## src/rtl/decode_issue_stage.sv

```systemverilog
`default_nettype none
// ============================================================================
// Module  : decode_issue_stage
// Brief   : In-order dual-issue decode stage with a per-register scoreboard.
//           Optional macro FORWARDING_EN: bypass from the last pipe stage.
// Rev     : 1.0  initial release
// ============================================================================
// Instruction bit k in big-endian numbering lives at [31-k]: opcode inst[0:10]
// is [31:21], rb [20:14], ra [13:7], rt [6:0].
module decode_issue_stage #(
  parameter int LAT_EVEN = 6,
  parameter int LAT_ODD  = 4,
  parameter int NUM_REGS = 128
) (
  input  logic        clock,
  input  logic        reset,
  input  logic        flush,
  input  logic [31:0] first_inst,
  input  logic [31:0] second_inst,
  output logic        stall,
  output logic [31:0] even_inst,
  output logic        even_valid,
  output logic [31:0] odd_inst,
  output logic        odd_valid,
  output logic        halted
);

  localparam int LAT_MAX = (LAT_EVEN > LAT_ODD) ? LAT_EVEN : LAT_ODD;
  localparam int CW      = (LAT_MAX > 1) ? $clog2(LAT_MAX) : 1;
  localparam logic [CW-1:0] SET_EVEN = CW'(LAT_EVEN - 1);
  localparam logic [CW-1:0] SET_ODD  = CW'(LAT_ODD - 1);

  typedef enum logic [1:0] {
    FRESH       = 2'd0,
    SECOND_ONLY = 2'd1,
    HALT        = 2'd2
  } state_t;

  state_t              r_state;
  logic [CW-1:0]       r_sb [NUM_REGS];
  logic [NUM_REGS-1:0] w_busy;

  generate
    for (genvar gi = 0; gi < NUM_REGS; gi++) begin : g_busy
`ifdef FORWARDING_EN
      assign w_busy[gi] = (r_sb[gi] > CW'(1));
`else
      assign w_busy[gi] = (r_sb[gi] != '0);
`endif
    end
  endgenerate

  logic       w_f_stop, w_f_nop, w_f_real, w_f_odd;
  logic       w_s_stop, w_s_nop, w_s_real, w_s_odd;
  logic [6:0] w_f_rt, w_f_ra, w_f_rb, w_s_rt, w_s_ra, w_s_rb;
  logic       w_f_sbhaz, w_s_sbhaz, w_s_raw, w_s_struct;

  assign w_f_stop = (first_inst[31:21] == 11'b00000000000);
  assign w_f_nop  = (first_inst[31:21] == 11'b00000000001) || (first_inst[31:21] == 11'b01000000001);
  assign w_f_real = !w_f_stop && !w_f_nop;
  assign w_f_odd  = (first_inst[31:28] == 4'b0011);
  assign w_s_stop = (second_inst[31:21] == 11'b00000000000);
  assign w_s_nop  = (second_inst[31:21] == 11'b00000000001) || (second_inst[31:21] == 11'b01000000001);
  assign w_s_real = !w_s_stop && !w_s_nop;
  assign w_s_odd  = (second_inst[31:28] == 4'b0011);

  assign w_f_rt = first_inst[6:0];
  assign w_f_ra = first_inst[13:7];
  assign w_f_rb = first_inst[20:14];
  assign w_s_rt = second_inst[6:0];
  assign w_s_ra = second_inst[13:7];
  assign w_s_rb = second_inst[20:14];

  // Stop and no-ops carry no operands, so they never see a register hazard.
  assign w_f_sbhaz  = w_f_real && (w_busy[w_f_rt] || w_busy[w_f_ra] || w_busy[w_f_rb]);
  assign w_s_sbhaz  = w_s_real && (w_busy[w_s_rt] || w_busy[w_s_ra] || w_busy[w_s_rb]);
  assign w_s_raw    = w_f_real && w_s_real &&
                      ((w_s_rt == w_f_rt) || (w_s_ra == w_f_rt) || (w_s_rb == w_f_rt));
  assign w_s_struct = w_f_real && w_s_real && (w_f_odd == w_s_odd);

  logic w_iss_first, w_iss_second;

  always_comb begin
    w_iss_first  = 1'b0;
    w_iss_second = 1'b0;
    stall        = 1'b0;
    if (!reset) begin
      case (r_state)
        HALT: stall = 1'b1;
        SECOND_ONLY: begin
          if (!flush) begin
            w_iss_second = !w_s_sbhaz;
            stall        = !w_iss_second;
          end
        end
        default: begin
          if (!flush) begin
            w_iss_first  = !w_f_sbhaz;
            w_iss_second = w_iss_first && !w_f_stop && !w_s_sbhaz && !w_s_raw && !w_s_struct;
            stall        = !w_iss_second;
          end
        end
      endcase
    end
  end

  logic          w_f_even_go, w_f_odd_go, w_s_even_go, w_s_odd_go, w_halt_go;
  logic          w_f_set, w_s_set;
  logic [CW-1:0] w_f_lat, w_s_lat;

  assign w_f_even_go = w_iss_first  && w_f_real && !w_f_odd;
  assign w_f_odd_go  = w_iss_first  && w_f_real &&  w_f_odd;
  assign w_s_even_go = w_iss_second && w_s_real && !w_s_odd;
  assign w_s_odd_go  = w_iss_second && w_s_real &&  w_s_odd;
  assign w_halt_go   = (w_iss_first && w_f_stop) || (w_iss_second && w_s_stop);
  assign w_f_set     = w_iss_first  && w_f_real;
  assign w_s_set     = w_iss_second && w_s_real;
  assign w_f_lat     = w_f_odd ? SET_ODD : SET_EVEN;
  assign w_s_lat     = w_s_odd ? SET_ODD : SET_EVEN;

  always_ff @(posedge clock) begin
    if (reset) begin
      r_state    <= FRESH;
      even_inst  <= '0;
      even_valid <= 1'b0;
      odd_inst   <= '0;
      odd_valid  <= 1'b0;
      halted     <= 1'b0;
      for (int i = 0; i < NUM_REGS; i++) r_sb[i] <= '0;
    end else begin
      even_valid <= w_f_even_go || w_s_even_go;
      odd_valid  <= w_f_odd_go  || w_s_odd_go;
      if (w_f_even_go)      even_inst <= first_inst;
      else if (w_s_even_go) even_inst <= second_inst;
      if (w_f_odd_go)       odd_inst  <= first_inst;
      else if (w_s_odd_go)  odd_inst  <= second_inst;

      if (w_halt_go) begin
        r_state <= HALT;
        halted  <= 1'b1;
      end else if (r_state != HALT) begin
        if (flush)                                              r_state <= FRESH;
        else if (r_state == SECOND_ONLY && w_iss_second)        r_state <= FRESH;
        else if (r_state == FRESH && w_iss_first && !w_iss_second) r_state <= SECOND_ONLY;
      end

      // A pair never issues two writers of the same rt, so the order here is moot.
      for (int i = 0; i < NUM_REGS; i++) begin
        if (w_f_set && (w_f_rt == 7'(i)))      r_sb[i] <= w_f_lat;
        else if (w_s_set && (w_s_rt == 7'(i))) r_sb[i] <= w_s_lat;
        else if (r_sb[i] != '0)                r_sb[i] <= r_sb[i] - CW'(1);
      end
    end
  end

endmodule
`default_nettype wire
```

## config.mk

```make
export PLATFORM = sky130hd
export DESIGN_NAME = decode_issue_stage
export DESIGN_NICKNAME = d
export VERILOG_FILES = /design/src/rtl/decode_issue_stage.sv
export SDC_FILE = /design/constraint.sdc
export NUM_CORES = 2
export LEC_CHECK = 0
export ABC_AREA = 1
export CAP_MARGIN = 5
export CORE_MARGIN = 1
export CORE_UTILIZATION = 55
export CTS_CLUSTER_SIZE = 16
export DETAILED_ROUTE_END_ITERATION = 10
export PLACE_DENSITY = 0.76
export SLEW_MARGIN = 0
export SYNTH_ARGS = -nofsm -noshare
export SYNTH_HDL_FRONTEND = slang
export SYNTH_SLANG_ARGS = --single-unit
```

## constraint.sdc

```tcl
create_clock -name clock -period 3 [get_ports clock]
set_input_delay 0.6 -clock clock [delete_from_list [all_inputs] [get_ports clock]]
set_output_delay 0.6 -clock clock [all_outputs]
set_load 0.1 [all_outputs]
```

==> impl_results.md, run 1 <==
- Outcome: stopped before the end
- Last stage reached: global routing (5_1_grt)
- Error that stopped the run: [ERROR GRT-0232] Routing congestion too high. Check the congestion heatmap in the GUI.
- Post-Syn Instances: 6083
- Global-route usage over all layers: 75.6%
- Clk sinks: 453
- Vertical die dimension: 272 um
- Max Root-Sink Buffers: 3
- CTS Hold Buffers Added: 0
- Primary flip-flop cell chosen by synthesis mapping: sky130_fd_sc_hd__edfxtp_1
- Number of H-tree branching levels: 2
- Final weighted congestion of routability-driven global placement: 1.16
- Proportion of synthesized flip-flops having asynchronous set or reset: 0%
- PortBufs: 134
- Clock root buffer: sky130_fd_sc_hd__clkbuf_16
- Number of synthesized flops with an enable pin: 384
- Worst setup endpoint GRT: stall
- Synthesized area divided by synthesized cell count: 6.59 um2
- TritonCTS Buffers: 51
- Type of pin the worst path ends at: primary output
- Number of cell rows: 98
- Nets in the synthesized netlist: 6409
- Horizontal die dimension: 272 um
- Initial core utilization: 55.9%
- Total half-perimeter wirelength after legalization and detailed placement: 151 mm
- Sequential area share after synthesis: 32.2%
- Number of ports placed on the die boundary: 135
- Summed instance area of the synthesized netlist: 40100 um2
- Distinct cell type count after synthesis: 37
- Final global-route overflow total: 53
- Count of synthesis-stage warnings from yosys: 0
- Largest net degree at the start of global routing: 181
- Placement Cell Area: 51900 um2
- Placed instance count: 8104
- Count of state elements after synthesis: 453
-- synth_stat cells, drive strengths merged, types with 79 or more instances --
cell type  number  area [um2]
nand2        1612        6070
inv           860        3230
nand3         831        4170
nor2          546        2090
edfxtp        384       11500
nand4         331        2070
a21oi         326        1640
o21ai         314        1570
ha            259        3240
clkbuf        190         717
buf           146         752
xor2           79         692
-- per-layer routing --
layer  track usage [%]  overflow
met4              71.1        25
met5              26.8         1
met2              92.7        21
met3              58.4         5
met1              78.2         1
-- metrics by stage --
step	worst slack, ns	utilization (%)	setup TNS, ns
4_1_cts	-0.965	77.3	-372.25
3_5_place_dp	-1.78	72.4	-1242.38
3_3_place_gp	-1.74	72.4	-1261.61
2_1_floorplan	-0.474	-	-25.04
-- cell families after synthesis --
family	synth area share, %
and+or+nand+nor	36.8
xor gates and xnor gates	2.71
DFF	32.2
buffers and inverters	11.9
adders and majority gates	8.09
AOI/OAI and AO/OA	8.32
-- what timing repair did --
item	4_1_cts
setup endpoints to repair	776
cloned	9
pin swaps	126
gates resized for setup	454
setup buffers	59
==> run 2, diff against run 1 <==
CORE_UTILIZATION = 40   (was 55)
CTS_CLUSTER_SIZE = default   (was 16)
PLACE_DENSITY = default   (was 0.76)
PLACE_DENSITY_LB_ADDON = 0.15   (was default)
clock period = 3.9 ns   (was 3 ns; I/O delays follow)
==> run 2 against run 1 <==
  * Synthesized cell count is the same
  * Area after synthesis is the same
  * The flow now finishes, with violations (negative setup slack)
==> impl_results.md, run 2 <==
- Iteration-0 DRC count of the detailed router: 6113
- Clock latency on the worst-skew pair: 0.69 ns
- Placed instance count: 7815 (was 8104)
- Proportion of synthesized flip-flops having asynchronous set or reset: 0% (unchanged)
- Most common library cell in the layout ignoring fill and taps: sky130_fd_sc_hd__nand2_1
- Final Net Count: 7046
- List of most frequent post-synthesis cells: 1606 x sky130_fd_sc_hd__nand2_1, 849 x sky130_fd_sc_hd__inv_1, 829 x sky130_fd_sc_hd__nand3_1 (unchanged)
- Hold_sp: odd_inst[30]
- Routed length on met1: 78.3 mm
- Utilization of the core after routing: 53.4%
- Synthesized area divided by synthesized cell count: 6.59 um2 (unchanged)
- Share of cells above drive strength 1: 21.9%
- Final instance area: 52800 um2
- Via count: 46200
- Most common cell in the synthesized netlist: sky130_fd_sc_hd__nand2_1 (unchanged)
- Vias in the first global route: 43200
- Crit path max fanout: 4
- Unrepaired setup endpoints after global routing: true
- DRC violation count after routing: 0
- Hold Slack: 0.462 ns
- Final ANT Viol Nets: 0
- CP peak stage delay: 0.39 ns
- Power density cells: 657 nW/um2
- Routed WL per cell: 24.2 um
- Routed vias/inst: 5.73
- Drt first pass iters: 9
- Static power due to leakage: 25.2 nW
- Summed instance area of the synthesized netlist: 40100 um2 (unchanged)
- Family with the most delay on the worst path: simple AND/OR/NAND/NOR gates
- Worst setup path startpoint: r_sb[1][150]
- Routed length on met3: 23.3 mm
- Max FFs per register: 384
- Worst path arrival time: 3.35 ns
- Nets in the synthesized netlist: 6409 (unchanged)
- TritonCTS Buffers: 58 (was 51)
- Required arrival time at the worst endpoint: 3.12 ns
- Post-layout min period: 4.13 ns
- Placement Cell Area: 47500 um2 (was 51900 um2)
- Worst slack, placed: -1.21 ns (was -1.78 ns)
- Total power after layout: 34.7 mW
- Sequential area share after synthesis: 32.2% (unchanged)
- Initial core utilization: 40.5% (was 55.9%)
- Setup Crit Path Kind: reg -> out
- Most frequent cells in the layout: 1404 x sky130_fd_sc_hd__nand2_1, 778 x sky130_fd_sc_hd__nand3_1, 739 x sky130_fd_sc_hd__inv_1, 619 x sky130_fd_sc_hd__buf_4, 467 x sky130_fd_sc_hd__nor2_1
- Flop-to-flop setup slack: 0.12 ns
- Registers with the most flip-flops: r_sb (384), even_inst (32), odd_inst (32)
- Final global-route overflow total: 0
- Number of filler instances in the final layout: 9804
- Length of routed met2 wiring: 81.0 mm
- Fraction of post-synthesis cell area in the top cell type by area: 28.8% (unchanged)
- Setup TNS: -0.231 ns
- Horizontal die dimension: 319 um (was 272 um)
- Highest achievable clock rate: 242 MHz
- Top sig layer: met5
- Primary flip-flop cell chosen by synthesis mapping: sky130_fd_sc_hd__edfxtp_1 (unchanged)
- Final cell count without fillers: 8055
- Synth area leader: sky130_fd_sc_hd__edfxtp_1 (unchanged)
- Total routed wirelength: 195 mm
- Total die area: 101000 um2
- Cell types with the largest area share after synthesis: sky130_fd_sc_hd__edfxtp_1 29%, sky130_fd_sc_hd__nand2_1 15%, sky130_fd_sc_hd__nand3_1 10%, sky130_fd_sc_hd__ha_1 8.1%, sky130_fd_sc_hd__inv_1 8.0% (unchanged)
- Clock Skew: 0.0325 ns
- Clock root buffer: sky130_fd_sc_hd__clkbuf_16 (unchanged)
- Slack of the critical path: -0.231 ns
- Clk pin slew, worst setup/hold paths: 0.06 ns
- Number of H-tree branching levels: 2 (unchanged)
- Number of synthesized flops with an enable pin: 384 (unchanged)
- Outcome: finished with violations (was stopped before the end)
- Worst-Margin Slew: 1.11 ns
- Count of synthesis-stage warnings from yosys: 0 (unchanged)
- Global-route usage over all layers: 37.2%
- PortBufs: 134 (unchanged)
- Post-Syn Instances: 6083 (unchanged)
- Final weighted congestion of routability-driven global placement: 1.10 (was 1.16)
- Worst path bufs/invs: 4
- Total half-perimeter wirelength after legalization and detailed placement: 145 mm (was 151 mm)
- First-pass GRT wire length: 282 mm
- Final count of pins violating max slew: 0
- Core outline area: 98900 um2
- Hold Path Class: reg -> reg
- Vertical die dimension: 319 um (was 272 um)
- CTS tree: yes
- Most frequent CP cell: sky130_fd_sc_hd__nand3_1
- # Max-Cap Violations: 0
- Area added between synthesis and finish: 31.7%
- Peak supply drop: 0.428 mV
- Distinct cell type count after synthesis: 37 (unchanged)
- Count of state elements after synthesis: 453 (unchanged)
- Register with the highest flop count: r_sb
- Hold violation count in the final report: 0
- Slowest library cell on the worst path: sky130_fd_sc_hd__edfxtp_1
- CP Cell Sequence: inv_2 -> ha_4 -> inv_2 -> nor2_4 -> buf_4 -> nand2_1 -> nand3_1 -> nand3_1 -> nand3_1 -> nand2_2 -> nand2_1 -> nand3_2 -> nand3_4 -> nand3_4 -> o21ai_4 -> nand3_2 -> a21oi_2 -> a311oi_4 -> buf_12
- Max-slew headroom: 26.2%
- Endpoint kind of the worst setup timing path: output port
- Number of cell rows: 115 (was 98)
- Initial antenna violation count: 16
- Max Root-Sink Buffers: 3 (unchanged)
- Largest net degree at the start of global routing: 148
- Violations in the final reports: negative setup slack
- Critical R2R Launch: r_sb[1][150]
- CTS Hold Buffers Added: 0 (unchanged)
- Number of ports placed on the die boundary: 135 (unchanged)
- Final critical-path share of the clock period: 106%
- Kind of start point of the critical path: register
- Clk sinks: 453 (unchanged)
- Total of endpoints with negative setup slack in the final report: 1
[run 2: tightest hold or removal path: stages, from the launching register on]
cell,delay (ns)
sky130_fd_sc_hd__dfxtp_1,0.31
sky130_fd_sc_hd__nand3_1,0.07
sky130_fd_sc_hd__inv_1,0.03
[run 2: cell families after synthesis]
kind of cell	share of synthesized area [%]
buf+inv	11.9
compound gates	8.32
xor+xnor	2.71
simple gates	36.8
fa+ha+maj	8.09
flops	32.2
[run 2: report_power, final]
group	switching (mW)	total [mW]	internal (mW)
Combinational	12.9	20.8	7.87
Clock	2.24	5.06	2.83
Sequential	0.929	8.80	7.88
Total	16.1	34.7	18.6
[run 2: final timing paths]
check | end | cells past startpoint
worst max-delay path | stall | 19
worst min-delay path | odd_inst[30] | 2
worst max register to register | r_sb[0][181] | 23
worst min register to register | odd_inst[30] | 2
[run 2: area by class of cell]
class | count | area [um2] | area share (%)
clock buffer | 81 | 1600 | 3.03
timing repair buffer | 913 | 8550 | 16.2
antenna | 3 | 7.51 | 0.0142
tap | 1287 | 1610 | 3.05
sequential | 453 | 12900 | 24.5
inverter | 874 | 3350 | 6.35
clock inverter | 24 | 118 | 0.223
multi-input combinational | 4420 | 24600 | 46.7
[run 2: metal layers]
layer	vias up	track usage (%)
li1	21300	-
met1	21500	49.6
met2	2783	56.0
met3	571	9.09
met4	24	18.8
met5	-	0
[run 2: repair_timing]
action                                  in CTS  in global routing
endpoints found under the setup margin     776                148
gates cloned                                 1                  3
pin swaps                                  211                 90
resized for setup                          749                108
endpoints found under the hold margin        0                  0
setup buffers                              120                 24
(Power assumes the default switching activity.)
